`src/rtl/cache_defs.sv`:
```
// Shared data-cache definitions: geometry constants and the write-back/victim
// controller state encoding.
package cache_defs;

  localparam int unsigned DCACHE_IDX_BITS   = 6;
  localparam int unsigned DCACHE_REPLAY_MAX = 2;
  localparam int unsigned DCACHE_REPLAY_W   = 2;

  typedef enum logic [3:0] {
    ST_IDLE        = 4'd0,
    ST_LOOKUP      = 4'd1,
    ST_WRITEBACK   = 4'd2,
    ST_CLEAN       = 4'd3,
    ST_ALLOCATE    = 4'd4,
    ST_FILL        = 4'd5,
    ST_FLUSH_RD    = 4'd6,
    ST_FLUSH_CHK   = 4'd7,
    ST_FLUSH_WRB   = 4'd8,
    ST_FLUSH_CLEAN = 4'd9,
    ST_FLUSH_DONE  = 4'd10
  } dcache_state_e;

endpackage

```
`src/rtl/wb_dcache_vc_controller.sv`:
```
// Write-back data cache controller with victim-cache swap and full-cache flush.
// Decisions are Mealy on the LOOKUP cycle, where RAM read data and status are valid.
module wb_dcache_vc_controller
  import cache_defs::*;
#(
  parameter int unsigned IDX_BITS = DCACHE_IDX_BITS
) (
  input  logic                clk,
  input  logic                rst_n,
  input  logic                lsummu2dcache_req_i,
  input  logic                lsummu2dcache_wr_i,
  input  logic                dcache_flush_i,
  output logic                dcache2lsummu_ack_o,
  output logic                dcache_flush_ack_o,
  input  logic                cache_hit_i,
  input  logic                cache_evict_req_i,
  input  logic                dcache_valid_i,
  input  logic                victim_hit_i,
  output logic                datapath_req_o,
  output logic                cache_wr_o,
  output logic                cache_line_wr_o,
  output logic                cache_line_clean_o,
  output logic                cache_wrb_req_o,
  output logic                write_to_victim_o,
  output logic                write_from_victim_o,
  output logic                lsu_victim_mux_sel_o,
  output logic [IDX_BITS-1:0] evict_index_o,
  output logic                dcache2mem_req_o,
  output logic                dcache2mem_wr_o,
  input  logic                mem2dcache_ack_i
);

  dcache_state_e              r_state;
  dcache_state_e              w_state_nxt;
  logic [IDX_BITS-1:0]        r_idx;
  logic [IDX_BITS-1:0]        w_idx_nxt;
  logic [DCACHE_REPLAY_W-1:0] r_replay;
  logic [DCACHE_REPLAY_W-1:0] w_replay_nxt;
  logic                       r_xfer;
  logic                       w_xfer_nxt;

  logic w_dirty;
  logic w_stuck;
  logic w_do_wb;
  logic w_do_swap;
  logic w_idx_last;

  // LOOKUP decode: dirty check first, then victim swap; one transfer per request.
  // A request that still misses after its replays (or would need a second
  // writeback) is abandoned with an ack rather than looping forever.
  assign w_dirty    = dcache_valid_i & cache_evict_req_i;
  assign w_stuck    = ~cache_hit_i &
                      ((r_replay == DCACHE_REPLAY_W'(DCACHE_REPLAY_MAX)) | (w_dirty & r_xfer));
  assign w_do_wb    = ~cache_hit_i & ~w_stuck & w_dirty;
  assign w_do_swap  = ~cache_hit_i & ~w_stuck & ~w_dirty & victim_hit_i & ~r_xfer;
  assign w_idx_last = (r_idx == {IDX_BITS{1'b1}});

  always_ff @(posedge clk) begin
    if (!rst_n) begin
      r_state  <= ST_IDLE;
      r_idx    <= '0;
      r_replay <= '0;
      r_xfer   <= 1'b0;
    end else begin
      r_state  <= w_state_nxt;
      r_idx    <= w_idx_nxt;
      r_replay <= w_replay_nxt;
      r_xfer   <= w_xfer_nxt;
    end
  end

  always_comb begin
    w_state_nxt  = r_state;
    w_idx_nxt    = r_idx;
    w_replay_nxt = r_replay;
    w_xfer_nxt   = r_xfer;
    case (r_state)
      ST_IDLE: begin
        w_replay_nxt = '0;
        w_xfer_nxt   = 1'b0;
        if (dcache_flush_i)           w_state_nxt = ST_FLUSH_RD;
        else if (lsummu2dcache_req_i) w_state_nxt = ST_LOOKUP;
      end
      ST_LOOKUP: begin
        if (cache_hit_i || w_stuck) begin
          w_state_nxt = ST_IDLE;
        end else if (w_do_wb) begin
          w_state_nxt = ST_WRITEBACK;
          w_xfer_nxt  = 1'b1;
        end else if (w_do_swap) begin
          w_xfer_nxt = 1'b1;
          if (lsummu2dcache_wr_i) begin
            w_state_nxt  = ST_LOOKUP;
            w_replay_nxt = r_replay + DCACHE_REPLAY_W'(1);
          end else begin
            w_state_nxt = ST_IDLE;
          end
        end else begin
          w_state_nxt = ST_ALLOCATE;
        end
      end
      ST_WRITEBACK: if (mem2dcache_ack_i) w_state_nxt = ST_CLEAN;
      ST_CLEAN: begin
        w_state_nxt  = ST_LOOKUP;
        w_replay_nxt = r_replay + DCACHE_REPLAY_W'(1);
      end
      ST_ALLOCATE: if (mem2dcache_ack_i) w_state_nxt = ST_FILL;
      ST_FILL: begin
        w_state_nxt  = ST_LOOKUP;
        w_replay_nxt = r_replay + DCACHE_REPLAY_W'(1);
      end
      ST_FLUSH_RD: w_state_nxt = ST_FLUSH_CHK;
      ST_FLUSH_CHK: begin
        if (w_dirty)         w_state_nxt = ST_FLUSH_WRB;
        else if (w_idx_last) w_state_nxt = ST_FLUSH_DONE;
        else begin
          w_state_nxt = ST_FLUSH_RD;
          w_idx_nxt   = r_idx + IDX_BITS'(1);
        end
      end
      ST_FLUSH_WRB: if (mem2dcache_ack_i) w_state_nxt = ST_FLUSH_CLEAN;
      ST_FLUSH_CLEAN: begin
        if (w_idx_last) w_state_nxt = ST_FLUSH_DONE;
        else begin
          w_state_nxt = ST_FLUSH_RD;
          w_idx_nxt   = r_idx + IDX_BITS'(1);
        end
      end
      ST_FLUSH_DONE: begin
        w_state_nxt = ST_IDLE;
        w_idx_nxt   = '0;
      end
      default: w_state_nxt = ST_IDLE;
    endcase
  end

  // Mealy outputs; forced low while reset is held so memory never sees a request.
  always_comb begin
    dcache2lsummu_ack_o  = 1'b0;
    dcache_flush_ack_o   = 1'b0;
    datapath_req_o       = 1'b0;
    cache_wr_o           = 1'b0;
    cache_line_wr_o      = 1'b0;
    cache_line_clean_o   = 1'b0;
    cache_wrb_req_o      = 1'b0;
    write_to_victim_o    = 1'b0;
    write_from_victim_o  = 1'b0;
    lsu_victim_mux_sel_o = 1'b0;
    evict_index_o        = '0;
    dcache2mem_req_o     = 1'b0;
    dcache2mem_wr_o      = 1'b0;
    if (rst_n) begin
      evict_index_o = r_idx;
      case (r_state)
        ST_IDLE: datapath_req_o = dcache_flush_i | lsummu2dcache_req_i;
        ST_LOOKUP: begin
          if (cache_hit_i || w_stuck) begin
            dcache2lsummu_ack_o = 1'b1;
            cache_wr_o          = cache_hit_i & lsummu2dcache_wr_i;
          end else if (w_do_swap) begin
            write_from_victim_o = 1'b1;
            write_to_victim_o   = dcache_valid_i;
            if (lsummu2dcache_wr_i) begin
              datapath_req_o = 1'b1;
            end else begin
              lsu_victim_mux_sel_o = 1'b1;
              dcache2lsummu_ack_o  = 1'b1;
            end
          end else if (!w_do_wb) begin
            write_to_victim_o = dcache_valid_i;
          end
        end
        ST_WRITEBACK, ST_FLUSH_WRB: begin
          cache_wrb_req_o  = 1'b1;
          dcache2mem_req_o = 1'b1;
          dcache2mem_wr_o  = 1'b1;
        end
        ST_CLEAN: begin
          cache_line_clean_o = 1'b1;
          datapath_req_o     = 1'b1;
        end
        ST_ALLOCATE:    dcache2mem_req_o   = 1'b1;
        ST_FILL:        cache_line_wr_o    = 1'b1;
        ST_FLUSH_RD:    datapath_req_o     = 1'b1;
        ST_FLUSH_CLEAN: cache_line_clean_o = 1'b1;
        ST_FLUSH_DONE:  dcache_flush_ack_o = 1'b1;
        default: ;
      endcase
    end
  end

endmodule
```
`config.mk`:
```
export PLATFORM = sky130hd
export DESIGN_NAME = wb_dcache_vc_controller
export DESIGN_NICKNAME = d
export VERILOG_FILES = /design/src/rtl/cache_defs.sv /design/src/rtl/wb_dcache_vc_controller.sv
export SDC_FILE = /design/constraint.sdc
export NUM_CORES = 1
export LEC_CHECK = 0
export BUFFER_PORTS_ARGS = -buffer_cell sky130_fd_sc_hd__clkbuf_2
export CAP_MARGIN = 20
export CORE_ASPECT_RATIO = 0.6
export CORE_MARGIN = 2
export CORE_UTILIZATION = 30
export DETAILED_ROUTE_END_ITERATION = 8
export PLACE_DENSITY = 0.5
export SLEW_MARGIN = 20
export SYNTH_ARGS = -nofsm -noshare
export SYNTH_HDL_FRONTEND = slang
export SYNTH_SLANG_ARGS = --single-unit
```
`constraint.sdc`:
```
create_clock -name clk -period 2.4 [get_ports clk]
set_clock_uncertainty 0.15 [all_clocks]
set_input_delay 0.12 -clock clk [delete_from_list [all_inputs] [get_ports clk]]
set_output_delay 0.12 -clock clk [all_outputs]
set_load 0.05 [all_outputs]
```
**Yosys cells after proc, flatten, opt, wreduce, memory -nomap -nowiden**

Index checks and enable logic that the tools add are counted.

- Input port bits: 10
- Output and inout port bits: 18
- Bits in registers: 13

- Bitwise operators: 15
- Mux-type cells: 60
- $add $sub $neg: 2
- Equal/unequal tests: 22
- Reductions and logical operators: 14

Operator list:

| cell | count |
|---|---|
| two-way mux 4 bit | 10 |
| two-way mux 1 bit | 38 |
| one-hot mux 4 bit (9 select lines) | 1 |
| two-way mux 6 bit | 3 |
| one-hot mux 6 bit (3 select lines) | 1 |
| equality test 4 x 3 -> 1 bit, second input constant | 4 |
| inequality test 2 bit, second input constant | 8 |
| equality test 4 bit, second input constant | 3 |
| bitwise AND 1 bit | 9 |
| equality test 4 x 2 -> 1 bit, second input constant | 2 |
| two-way mux 2 bit | 4 |
| OR reduction 2 bit | 4 |
| adder 6 x 1 -> 6 bit, second input constant | 1 |
| equality test 6 bit, second input constant | 1 |
| inequality test 3 bit, second input constant | 2 |
| one-hot mux 2 bit (3 select lines) | 1 |
| nonzero test 3 bit | 2 |
| AND reduction 5 bit | 1 |
| equality test 4 x 1 -> 1 bit, second input constant | 1 |
| zero test 4 bit | 1 |
| NOT 1 bit | 4 |
| AND reduction 4 bit | 1 |
| one-hot mux 1 bit (3 select lines) | 1 |
| AND reduction 3 bit | 1 |
| 8 further kinds | 9 |

**Longest topological paths before layout**

Gate-level depths: netlist of the first run.

- Depth after elaboration: 13
- Gate-level depth with buffers: 6
- Gate-level depth less buffers: 6

**Least setup slack after synthesis of the first run**

No wires, ideal clock.

- Path kind: register to output
- Start point: reg r_state[2]
- End point: out lsu_victim_mux_sel_o
- Path slack: -135 ps
- Data arrival time: 2265 ps
- Path buffers: 1
- Cell stages (with the launch flop): 5
- Path through: dfxtp_1 -> buf_2 -> or4b_4 -> or2_4 -> nor3_1

- Cells in the longest elaborated chain, start to end: 3

RTL lines:

| what | RTL line | source |
|---|---|---|
| start, declared | wb_dcache_vc_controller.sv:33 | `dcache_state_e r_state;` |
| start signal, assigned | wb_dcache_vc_controller.sv:65 | `r_state <= w_state_nxt;` |
| equality test 4 x 1 -> 1 bit | wb_dcache_vc_controller.sv:154 | `case (r_state)` |
| two-way mux 1 bit | wb_dcache_vc_controller.sv:154 |  |
| two-way mux 1 bit | wb_dcache_vc_controller.sv:152 | `if (rst_n) begin` |
| end, declared | wb_dcache_vc_controller.sv:26 | `output logic lsu_victim_mux_sel_o,` |

Every way passes these cells.

**Final worst setup path of the first run**

- Start point: reg r_state[3]
- End point: out write_to_victim_o

- Cells in the longest elaborated chain, start to end: 3

RTL lines:

| what | RTL line | source |
|---|---|---|
| equality test 4 x 1 -> 1 bit | wb_dcache_vc_controller.sv:154 |  |
| two-way mux 1 bit | wb_dcache_vc_controller.sv:154 |  |
| two-way mux 1 bit | wb_dcache_vc_controller.sv:152 |  |
| end, declared | wb_dcache_vc_controller.sv:24 | `output logic write_to_victim_o,` |

Every way passes these cells.

==> impl_results.md, run 1 <==
* Remaining Overflow, GRT at 0
* Reg-to-reg startpoint: r_state[1]$_SDFFE_PN0P_
* Share of cells above drive strength 1 at 0.287
* Post-synth top flop: dfxtp_1
* Critical path destination: write_to_victim_o
* Worst hold path class: in2reg
* Worst Path Arrival at between 1.5 and 2 ns
* Most frequent cells in the layout: 27 x clkbuf_2, 13 x dfxtp_1, 10 x nand3_1, 9 x nand2_1, 9 x nor2_1
* Htree depth at 1
* Final worst path period share at 0.932
* Fmax at between 400 and 500 MHz
* Post-synth EDFFs at 0
* Required time of the worst setup path at between 2 and 2.5 ns
* CTS buffer count at 3
* Crit-path max FO at 6
* Syn nets at approximately 150
* Clock latency on the worst-skew pair at 0.25 ns
* Die width at approximately 79 um
* First-pass GRT wire length at 4730 um
* RR Endpoint: r_idx[1]$_SDFFE_PN0P_
* Syn-to-layout area delta at 25.1%
* Max clock buf depth at 2
* CTS Hold Bufs at 1
* Worst reg2reg setup slack at between 0.3 and 0.4 ns
* # DRC at 0
* Hpwl dp at 2140 um
* Fill cells at between 300 and 400
* Seq/Total Area, Yosys at 0.255
* Max-slew violations at 0
* Power Density at 619 nW/um^2
* Least-Margin Pin Slew at approximately 0.9 ns
* Leak pwr at roughly 0.52 nW
* Most common cell after layout, fill and taps aside: clkbuf_2
* Setup crit start: r_state[3]$_SDFFE_PN0P_
* Max-cap violations at 0
* Final core utilization at 0.392
* Vias in the first global route at around 960
* Async SR Flop Fraction at 0
* DRT iter0 DRCs at 79
* Syn Area/Cell at between 7 and 8 um^2
* DRT Pass-1 Iters at 4
* DR WL/cell at about 14 um
* CP Launch Type: flip-flop
* Synth top area share at 0.255
* Status: completed
* Starting Density at 0.313
* Clock-pin slew on the worst setup and hold paths at approximately 0.060 ns
* Final setup vio count at 0
* Routed vias/inst at around 5.4
* Worst Reg-to-Reg Cells at 5
* IO buf count at 27
* Routed wire length at roughly 2900 um
* # resized after CTS at 0
* Clock Sinks at 13
* Setup Buffers After CTS at 0
* RD Place Congestion at slightly below 0.8
* Routed Antenna Nets at 0
* RSZ-0062 raised after global routing: no
* Die area at 3910 um^2
* # nets final at between 150 and 200
* CTS Root Cell: clkbuf_8
* Final Hold Vio Count at 0
* CTS tree: done
* Die height at between 40 and 50 um
* Syn Std Cell Area at ~1000 um^2
* GRT Util Overall at 0.153
* Core footprint at around 3300 um^2
* Library cells used by synthesis at 50
* Mapped Cells at 135
* Synth area leaders: dfxtp_1 25%, nand3_1 4.9%, and2_1 4.3%
* Final setup TNS at 0 ns
* Largest net degree at the start of global routing at 19
* Antenna Cells at 0
* Number of antenna violations at the first check in global routing at 0
* Total power at approximately 0.79 mW
* Register bit total from synthesis at 13
* CP Class: reg2out
* Ports at 28
* Post-layout min period at 2.24 ns
* Rows at 16
* Max VDD drop at between 300 and 400 uV
* Synth Warn # at 0
* CP Capture Type: output pin
* Total number of vias at 1123
* Post-synth top area cell: dfxtp_1
* Max_slew headroom at 0.401
==> metal layers <==
layer / share of wire / track usage / routed length [um] / up-vias
li1: - / - / - / 566
met1: 0.52 / 0.236 / 1520 / 513
met2: 0.40 / 0.210 / 1160 / 42
met3: 0.074 / 0.0426 / 215 / 2
met4: 0.0045 / 0.0259 / 13 / 0
met5: 0 / 0 / 0 / -
==> final cells by class <==
type | count | area (um^2) | area share
inverter | 4 | 15.0 | 0.0117
multi-input combinational | 108 | 704 | 0.551
sequential | 13 | 260 | 0.204
timing repair buffer | 35 | 198 | 0.155
clock buffer | 4 | 45.0 | 0.0352
tap | 45 | 56.3 | 0.0440
==> synthesized netlist by cell type, types with 2 or more instances <==
library cell	instances
a41oi_1	2
and2_1	7
a22oi_1	2
ha_1	2
o31ai_1	2
a32oi_1	2
inv_1	4
and4_1	2
a31oi_1	3
nor3_1	5
nand2_1	9
nand2b_1	2
nand3_1	10
nor2_1	9
xor2_1	3
or3b_2	2
o21ai_0	7
or3_1	2
nor2b_1	2
a21oi_1	6
clkbuf_1	5
or4_1	3
buf_2	2
buf_4	2
dfxtp_1	13
o22ai_1	3
==> worst max-delay path, cell delays in order, from the launching register on <==
cell and delay, ns:
dfxtp_1 0.36, or4b_4 0.57, or2_4 0.27, and4bb_1 0.24
clkbuf_2 0.27
==> report_power, final <==
group          internal, mW  total [mW]  switching, mW  leakage (nW)
Combinational         0.124       0.346          0.221         0.388
Sequential            0.232       0.245         0.0133         0.106
Clock                 0.117       0.201         0.0836        0.0228
==> state kept, by name, summed over array words and instances, names as in the netlist <==
signal / flops
r_replay: 2
r_xfer: 1
r_idx: 6
r_state: 4
==> how the worst min path moves through the flow <==
stage	slack, ns	from	endpoint	cells after the start
2_1_floorplan	0.10	mem2dcache_ack_i	r_state[0]$_SDFFE_PN0P_	2
4_1_cts	0.12	cache_evict_req_i	r_state[1]$_SDFFE_PN0P_	3
3_5_place_dp	0.22	mem2dcache_ack_i	r_state[0]$_SDFFE_PN0P_	3
6_report	0.11	cache_evict_req_i	r_state[1]$_SDFFE_PN0P_	3
3_3_place_gp	0.22	mem2dcache_ack_i	r_state[0]$_SDFFE_PN0P_	3
5_1_grt	0.15	cache_evict_req_i	r_state[1]$_SDFFE_PN0P_	3
==> per-stage QoR <==
step	std cells	instance area [um^2]	setup slack (ns)	hold slack, ns
after global placement	204	1220	0.464	0.217
after detailed placement	204	1220	0.418	0.221
after CTS	209	1280	0.162	0.118
final	209	1280	0.164	0.113
after global routing	209	1280	0.0528	0.151
after floorplan	135	1030	0.107	0.104
==> kinds of logic after synthesis <==
family	after synthesis	synth area share
XOR/XNOR	3	0.0257
AND/OR/NAND/NOR	66	0.384
AO/OA/AOI/OAI	36	0.240
adder cells (fa/ha/maj)	2	0.0245
multiplexers	1	0.00979
flip-flops	13	0.255
buffers and inverters	14	0.0612
No activity file was read; power rests on OpenSTA's default activity.
==> inputs of run 2 (changes only) <==
--- a/config.mk
+++ b/config.mk
@@ -7,11 +7,13 @@
 export LEC_CHECK = 0
 export BUFFER_PORTS_ARGS = -buffer_cell sky130_fd_sc_hd__clkbuf_2
 export CAP_MARGIN = 20
+export CELL_PAD_IN_SITES_DETAIL_PLACEMENT = 0
+export CELL_PAD_IN_SITES_GLOBAL_PLACEMENT = 1
 export CORE_ASPECT_RATIO = 0.6
 export CORE_MARGIN = 2
-export CORE_UTILIZATION = 30
+export CORE_UTILIZATION = 36
 export DETAILED_ROUTE_END_ITERATION = 8
-export PLACE_DENSITY = 0.5
+export PLACE_DENSITY = 0.76
 export SLEW_MARGIN = 20
 export SYNTH_ARGS = -nofsm -noshare
 export SYNTH_HDL_FRONTEND = slang
==> impl_results.md, run 2 (same netlist as run 1, synthesis figures left out) <==
* CP Class: reg2out (unchanged)
* Clock latency on the worst-skew pair at 0.25 ns (about the same)
* Clock Sinks at 13 (unchanged)
* Largest Register: r_idx (unchanged)
* Total power at 0.789 mW (was 0.792 mW)
* Placed inst area at 1200 um^2 (was 1220 um^2)
* Required time of the worst setup path at 2.13 ns (about the same)
* DRT iter0 DRCs at 80 (was 79)
* Routed wire length at 2830 um (was 2900 um)
* Max_slew headroom at 0.425 (was 0.401)
* Die width at 72.8 um (was 79.4 um)
* Ports at 28 (unchanged)
* Least-Margin Pin Slew at 0.863 ns (was 0.899 ns)
* Status: completed (unchanged)
* Power Density at 628 nW/um^2 (was 619 nW/um^2)
* Htree depth at 1 (unchanged)
* Final setup vio count at 0 (unchanged)
* Leak pwr at 0.512 nW (was 0.517 nW)
* Largest net degree at the start of global routing at 19 (unchanged)
* Max VDD drop at 360 uV (was 344 uV)
* Vias in the first global route at 1000 (was 962)
* Worst hold path class: in2reg (unchanged)
* Most frequent cells in the layout: 27 x clkbuf_2, 12 x dfxtp_1, 10 x nand3_1, 9 x nand2_1, 9 x nor2_1 (was 27 x clkbuf_2, 13 x dfxtp_1, 10 x nand3_1, 9 x nand2_1, 9 x nor2_1)
* Final core utilization at 0.485 (was 0.392)
* Max-cap violations at 0 (unchanged)
* Routed Antenna Nets at 0 (unchanged)
* Syn-to-layout area delta at 22.9% (was 25.1%)
* CP Launch Type: flip-flop (unchanged)
* Die area at 3300 um^2 (was 3910 um^2)
* # DRC at 0 (unchanged)
* DR WL/cell at 14.5 um (was 13.9 um)
* M1 GR Usage at 0.265 (was 0.236)
* Final setup TNS at 0 ns (unchanged)
* Max-slew violations at 0 (unchanged)
* Final Hold Vio Count at 0 (unchanged)
* Starting Density at 0.394 (was 0.313)
* Total number of vias at 1124 (was 1123)
* Rows at 14 (was 16)
* Remaining Overflow, GRT at 0 (unchanged)
* CTS Root Cell: clkbuf_8 (unchanged)
* Multi-input gate area at 704 um^2 (unchanged)
* IO buf count at 27 (unchanged)
* Met3 Use GR at 0.0580 (was 0.0426)
* Design area at 1260 um^2 (was 1280 um^2)
* CTS buffer count at 3 (unchanged)
* Number of antenna violations at the first check in global routing at 0 (unchanged)
* Top Registers: r_idx x6, r_state x4, r_replay x2 (unchanged)
* CTS tree: done (unchanged)
* DRT Pass-1 Iters at 4 (unchanged)
* Final worst path period share at 0.959 (was 0.932)
* Max clock buf depth at 2 (unchanged)
* GR Layer Usage met2 at 0.267 (was 0.210)
* Clock-pin slew on the worst setup and hold paths at 0.06 ns (about the same)
* Fmax at 435 MHz (was 447 MHz)
* # nets final at 176 (was 177)
* Setup Buffers After CTS at 0 (unchanged)
* Antenna Cells at 0 (unchanged)
* Most common cell after layout, fill and taps aside: clkbuf_2 (unchanged)
* Hold WS at 0.0646 ns (was 0.113 ns)
* Fill cells at 266 (was 336)
* CP Capture Type: output pin (unchanged)
* Top Usage Layer GRT: met2 (was met1)
* First-pass GRT wire length at 4620 um (was 4730 um)
* Crit-path max FO at 16 (was 6)
* Share of cells above drive strength 1 at 0.288 (was 0.287)
* Post-layout min period at 2.30 ns (was 2.24 ns)
* Die height at 45.3 um (was 49.2 um)
* Worst Path Arrival at 2.03 ns (was 1.97 ns)
* Routed vias/inst at 5.76 (was 5.37)
* Core footprint at 2590 um^2 (was 3260 um^2)
* Hpwl dp at 2090 um (was 2140 um)
* RD Place Congestion at 0.800 (was 0.790)
* RSZ-0062 raised after global routing: no (unchanged)
* GRT Util Overall at 0.187 (was 0.153)
* FF+latch area at 262 um^2 (was 260 um^2)
* Max reg flops at 6 (unchanged)
## run 2: changes by cell type in the layout (fill, tap and decap cells not counted), sizes merged
cell / previous run / this run
buf: 7 / 6
## run 2: cell type report
cell class                      count  share of cell area
Clock buffer                        4              0.0359
Inverter                            4              0.0120
Timing Repair Buffer               34               0.151
Sequential cell                    13               0.208
Tap cell                           32              0.0319
Multi-Input combinational cell    108               0.561
## run 2: what timing repair did
action | 4_1_cts | 5_1_grt
hold endpoints to repair | 1 | 0
endpoints found under the setup margin | 0 | 4
hold buffers | 1 | 0
resized for setup | 0 | 1
## run 2: where the power goes
group / internal (mW) / total [mW] / switching, mW
registers: 0.233 / 0.256 / 0.0234
clock network: 0.118 / 0.204 / 0.0864
logic: 0.118 / 0.329 / 0.210
total: 0.469 / 0.789 / 0.320
## run 2: worst paths after layout
check                           startpoint                       end  slack (ns)  cells after the start
setup / recovery   r_state[1]$_SDFFE_PN0P_         write_to_victim_o         0.1                      4
hold / removal           cache_evict_req_i   r_state[1]$_SDFFE_PN0P_        0.06                      3
setup reg to reg   r_state[3]$_SDFFE_PN0P_     r_idx[1]$_SDFFE_PN0P_        0.40                      4
hold reg to reg   r_replay[0]$_SDFFE_PN0P_  r_replay[0]$_SDFFE_PN0P_        0.31                      1
## run 2: per-layer routing
layer | vias up | part of all wire
met5 | - | 0
met4 | 0 | 0.0057
met3 | 3 | 0.084
met2 | 38 | 0.42
met1 | 519 | 0.49
li1 | 564 | -
## run 2: stage by stage
step / setup slack, ns / instances
2_1_floorplan: 0.107 / 135
3_5_place_dp: 0.266 / 190
6_report: 0.0990 / 195
3_3_place_gp: 0.320 / 190
5_1_grt: 0.0275 / 195
4_1_cts: 0.000592 / 195
## run 2: worst max-delay path, stage by stage, from the launching register on
cell and delay (ns):
dfxtp_2 0.41, or4b_4 0.57, or2_4 0.28, and4bb_1 0.25, clkbuf_2 0.27
==> inputs of run 3 (changes only) <==
--- a/config.mk
+++ b/config.mk
@@ -5,15 +5,17 @@
 export SDC_FILE = /design/constraint.sdc
 export NUM_CORES = 1
 export LEC_CHECK = 0
+export ABC_AREA = 1
 export BUFFER_PORTS_ARGS = -buffer_cell sky130_fd_sc_hd__clkbuf_2
 export CAP_MARGIN = 20
 export CELL_PAD_IN_SITES_DETAIL_PLACEMENT = 0
 export CELL_PAD_IN_SITES_GLOBAL_PLACEMENT = 1
 export CORE_ASPECT_RATIO = 0.6
 export CORE_MARGIN = 2
-export CORE_UTILIZATION = 36
+export CORE_UTILIZATION = 34
 export DETAILED_ROUTE_END_ITERATION = 8
-export PLACE_DENSITY = 0.76
+export PLACE_DENSITY = 0.77
+export SETUP_SLACK_MARGIN = 0.4
 export SLEW_MARGIN = 20
 export SYNTH_ARGS = -nofsm -noshare
 export SYNTH_HDL_FRONTEND = slang
==> impl_results.md, run 3 <==
* Status: completed (unchanged)
* Max-slew violations at 0 (unchanged)
* Largest net degree at the start of global routing at 16 (was 19)
* RSZ-0062 raised after global routing: no (unchanged)
* DRT Pass-1 Iters at 4 (unchanged)
* Clock-pin slew on the worst setup and hold paths at 0.06 ns (about the same)
* Seq/Total Area, Yosys at 0.242 (was 0.255)
* CP Launch Type: flip-flop (unchanged)
* Most frequent cells in the layout: 57 x nand2_1, 25 x inv_1, 25 x nor2_1, 25 x clkbuf_2, 17 x nand3_1 (was 27 x clkbuf_2, 12 x dfxtp_1, 10 x nand3_1, 9 x nand2_1, 9 x nor2_1)
* Routed Antenna Nets at 0 (unchanged)
* Synth top area share at 0.242 (was 0.255)
* Starting Density at 0.364 (was 0.394)
* Max reg flops at 6 (unchanged)
* Max VDD drop at 510 uV (was 360 uV)
* FF+latch area at 262 um^2 (unchanged)
* Largest Register: r_idx (unchanged)
* Most frequent cells after synthesis: 58 x nand2_1, 29 x nor2_1, 26 x inv_1 (was 13 x dfxtp_1, 10 x nand3_1, 9 x nand2_1, 9 x nor2_1)
* First-pass GRT wire length at 4890 um (was 4620 um)
* Syn Area/Cell at 5.68 um^2 (was 7.57 um^2)
* Worst Hold End: r_state[0]$_SDFFE_PN0P_ (was r_state[1]$_SDFFE_PN0P_)
* Leak pwr at 0.772 nW (was 0.512 nW)
* Core footprint at 2950 um^2 (was 2590 um^2)
* Total number of vias at 1240 (was 1124)
* Final cell count without fillers at 262 (was 195)
* Clock Sinks at 13 (unchanged)
* Internal cell power at 0.616 mW (was 0.469 mW)
* Routed wire length at 3110 um (was 2830 um)
* Synth area leaders: dfxtp_1 24%, nand2_1 20%, nor2_1 10% (was dfxtp_1 25%, nand3_1 4.9%, and2_1 4.3%)
* Final worst path period share at 0.801 (was 0.959)
* Mapped Cells at 189 (was 135)
* Worst hold path class: in2reg (unchanged)
* Post-synth top area cell: dfxtp_1 (unchanged)
* RR Endpoint: r_replay[1]$_SDFFE_PN0P_ (was r_idx[1]$_SDFFE_PN0P_)
* Hold WS at 0.0434 ns (was 0.0646 ns)
* Post-synth top flop: dfxtp_1 (unchanged)
* Setup crit start: r_state[3]$_SDFFE_PN0P_ (was r_state[1]$_SDFFE_PN0P_)
* Hpwl dp at 2360 um (was 2090 um)
* Final setup TNS at 0 ns (unchanged)
* Least-Margin Pin Slew at 0.618 ns (was 0.863 ns)
* Fmax at 520 MHz (was 435 MHz)
* Syn Std Cell Area at 1070 um^2 (was 1020 um^2)
* Ports at 28 (unchanged)
* Register bit total from synthesis at 13 (unchanged)
* Required time of the worst setup path at 2.13 ns (about the same)
* Htree depth at 1 (unchanged)
* Syn-to-layout area delta at 29.7% (was 22.9%)
* Clk pwr share at 0.159 (was 0.259)
* CP Capture Type: output pin (unchanged)
* Die width at 76.5 um (was 72.8 um)
* Rows at 15 (was 14)
* Vias in the first global route at 1039 (was 1000)
* Most common cell after layout, fill and taps aside: nand2_1 (was clkbuf_2)
* # DRC at 0 (unchanged)
* DRT iter0 DRCs at 87 (was 80)
* Hold path cells at 5 (was 3)
* Crit-path max FO at 7 (was 16)
* Multi-input gate area at 743 um^2 (was 704 um^2)
* Share of cells above drive strength 1 at 0.259 (was 0.288)
* Fill cells at 315 (was 266)
* Hold Startpoint: mem2dcache_ack_i (was cache_evict_req_i)
* Async SR Flop Fraction at 0 (unchanged)
* Reg-to-reg startpoint: r_replay[0]$_SDFFE_PN0P_ (was r_state[3]$_SDFFE_PN0P_)
* Final core utilization at 0.473 (was 0.485)
* CTS Hold Bufs at 0 (was 1)
* Worst Reg-to-Reg Cells at 11 (was 4)
* Top-count cell post-synth: nand2_1 (was dfxtp_1)
* Max_slew headroom at 0.588 (was 0.425)
* Worst Path Arrival at 1.65 ns (was 2.03 ns)
* Final Hold Vio Count at 0 (unchanged)
* Sw Ratio at 0.507 (was 0.406)
* Syn nets at 201 (was 147)
* CTS Root Cell: clkbuf_8 (unchanged)
* Psw at 0.633 mW (was 0.320 mW)
* # nets final at 233 (was 176)
* Post-layout min period at 1.92 ns (was 2.30 ns)
* Power Density at 897 nW/um^2 (was 628 nW/um^2)
* Flop pwr share at 0.239 (was 0.325)
* Max clock buf depth at 2 (unchanged)
* RD Place Congestion at 0.878 (was 0.800)
* Max-cap violations at 0 (unchanged)
* GRT Util Overall at 0.176 (was 0.187)
* Number of antenna violations at the first check in global routing at 0 (unchanged)
* Routed vias/inst at 4.73 (was 5.76)
* Die height at 47.5 um (was 45.3 um)
* Combinational group share of total power at 0.602 (was 0.417)
* Dpl cells at 255 (was 190)
* Remaining Overflow, GRT at 0 (unchanged)
* Top Registers: r_idx x6, r_state x4, r_replay x2 (unchanged)
* Library cells used by synthesis at 26 (was 50)
* CTS buffer count at 3 (unchanged)
* Synth Warn # at 0 (unchanged)
* IO buf count at 27 (unchanged)
* DR WL/cell at 11.9 um (was 14.5 um)
* Die area at 3640 um^2 (was 3300 um^2)
* CP Class: reg2out (unchanged)
* Post-synth EDFFs at 0 (unchanged)
* Clock latency on the worst-skew pair at 0.24 ns (was 0.25 ns)
* Antenna Cells at 0 (unchanged)
* Worst reg2reg setup slack at 0.65 ns (was 0.40 ns)
* Final setup vio count at 0 (unchanged)
* CTS tree: done (unchanged)
## run 3: cell count changes in the layout (fill, tap and decap cells not counted), moves of 4 or more
| cell | change |
|---|---|
| nand2_1 | +48 |
| and2_1 | -7 |
| inv_2 | +5 |
| nand3_1 | +7 |
| o21ai_0 | -4 |
| nor2_1 | +16 |
| inv_1 | +21 |
| o21ai_1 | +4 |
| nor2_2 | +4 |
## run 3: cell families after synthesis
kind of cell / Yosys count / share of synthesized area
DFF: 13 / 0.242
buffers and inverters: 33 / 0.119
adders and majority gates: 2 / 0.0233
AOI/OAI and AO/OA: 20 / 0.101
and+or+nand+nor: 119 / 0.498
xor gates and xnor gates: 2 / 0.0163
## run 3: worst max-delay path by stage
| stage | end | cells past startpoint |
|---|---|---|
| 2_1_floorplan | dcache2lsummu_ack_o | 8 |
| 3_3_place_gp | dcache2lsummu_ack_o | 9 |
| 3_5_place_dp | dcache2lsummu_ack_o | 9 |
| 4_1_cts | dcache2lsummu_ack_o | 7 |
| 5_1_grt | dcache2lsummu_ack_o | 7 |
| 6_report | dcache2lsummu_ack_o | 7 |
## run 3: area by class of cell
class / count / share of cell area
tap: 42 / 0.0377
clock buffer: 4 / 0.0323
multi-input combinational: 143 / 0.534
timing repair buffer: 30 / 0.128
inverter: 30 / 0.0809
sequential: 13 / 0.188
## run 3: layer usage
layer / share of wire / track usage / vias up / wire length, um
met1: 0.53 / 0.259 / 524 / 1640
met3: 0.081 / 0.0434 / 4 / 253
li1: - / - / 655 / -
met2: 0.38 / 0.260 / 57 / 1180
met4: 0.010 / 0.0473 / 0 / 31
met5: 0 / 0 / - / 0
## run 3: stage by stage
| step | power (mW) | worst slack, ns | instance area [um^2] |
|---|---|---|---|
| after floorplan | 0.837 | 0.368 | 1100 |
| after global placement | 0.974 | 0.552 | 1280 |
| after detailed placement | 0.980 | 0.489 | 1280 |
| after CTS | 1.21 | 0.425 | 1360 |
| after global routing | 1.36 | 0.391 | 1390 |
| final | 1.25 | 0.477 | 1390 |
## run 3: power by group through the flow
stage / combinational, mW / sequential (mW) / clock, mW
after floorplan: 0.548 / 0.290 / 0
after global placement: 0.674 / 0.299 / 0
after detailed placement: 0.680 / 0.300 / 0
after CTS: 0.712 / 0.296 / 0.202
after global routing: 0.846 / 0.305 / 0.212
final: 0.752 / 0.299 / 0.199
## run 3: repair_timing
action,CTS,global route
gates resized for setup,6,7
pin swaps,4,4
setup buffers,2,1
endpoints found under the hold margin,0,0
setup endpoints to repair,3,5
## run 3: worst max-delay path, cell delays in order, from the launching register on
cell and delay [ns]:
dfxtp_1 0.36, inv_2 0.09, nand2_1 0.11, nor2_4 0.23, nand2_2 0.12, nor3_4 0.19
o21bai_4 0.15, buf_8 0.16
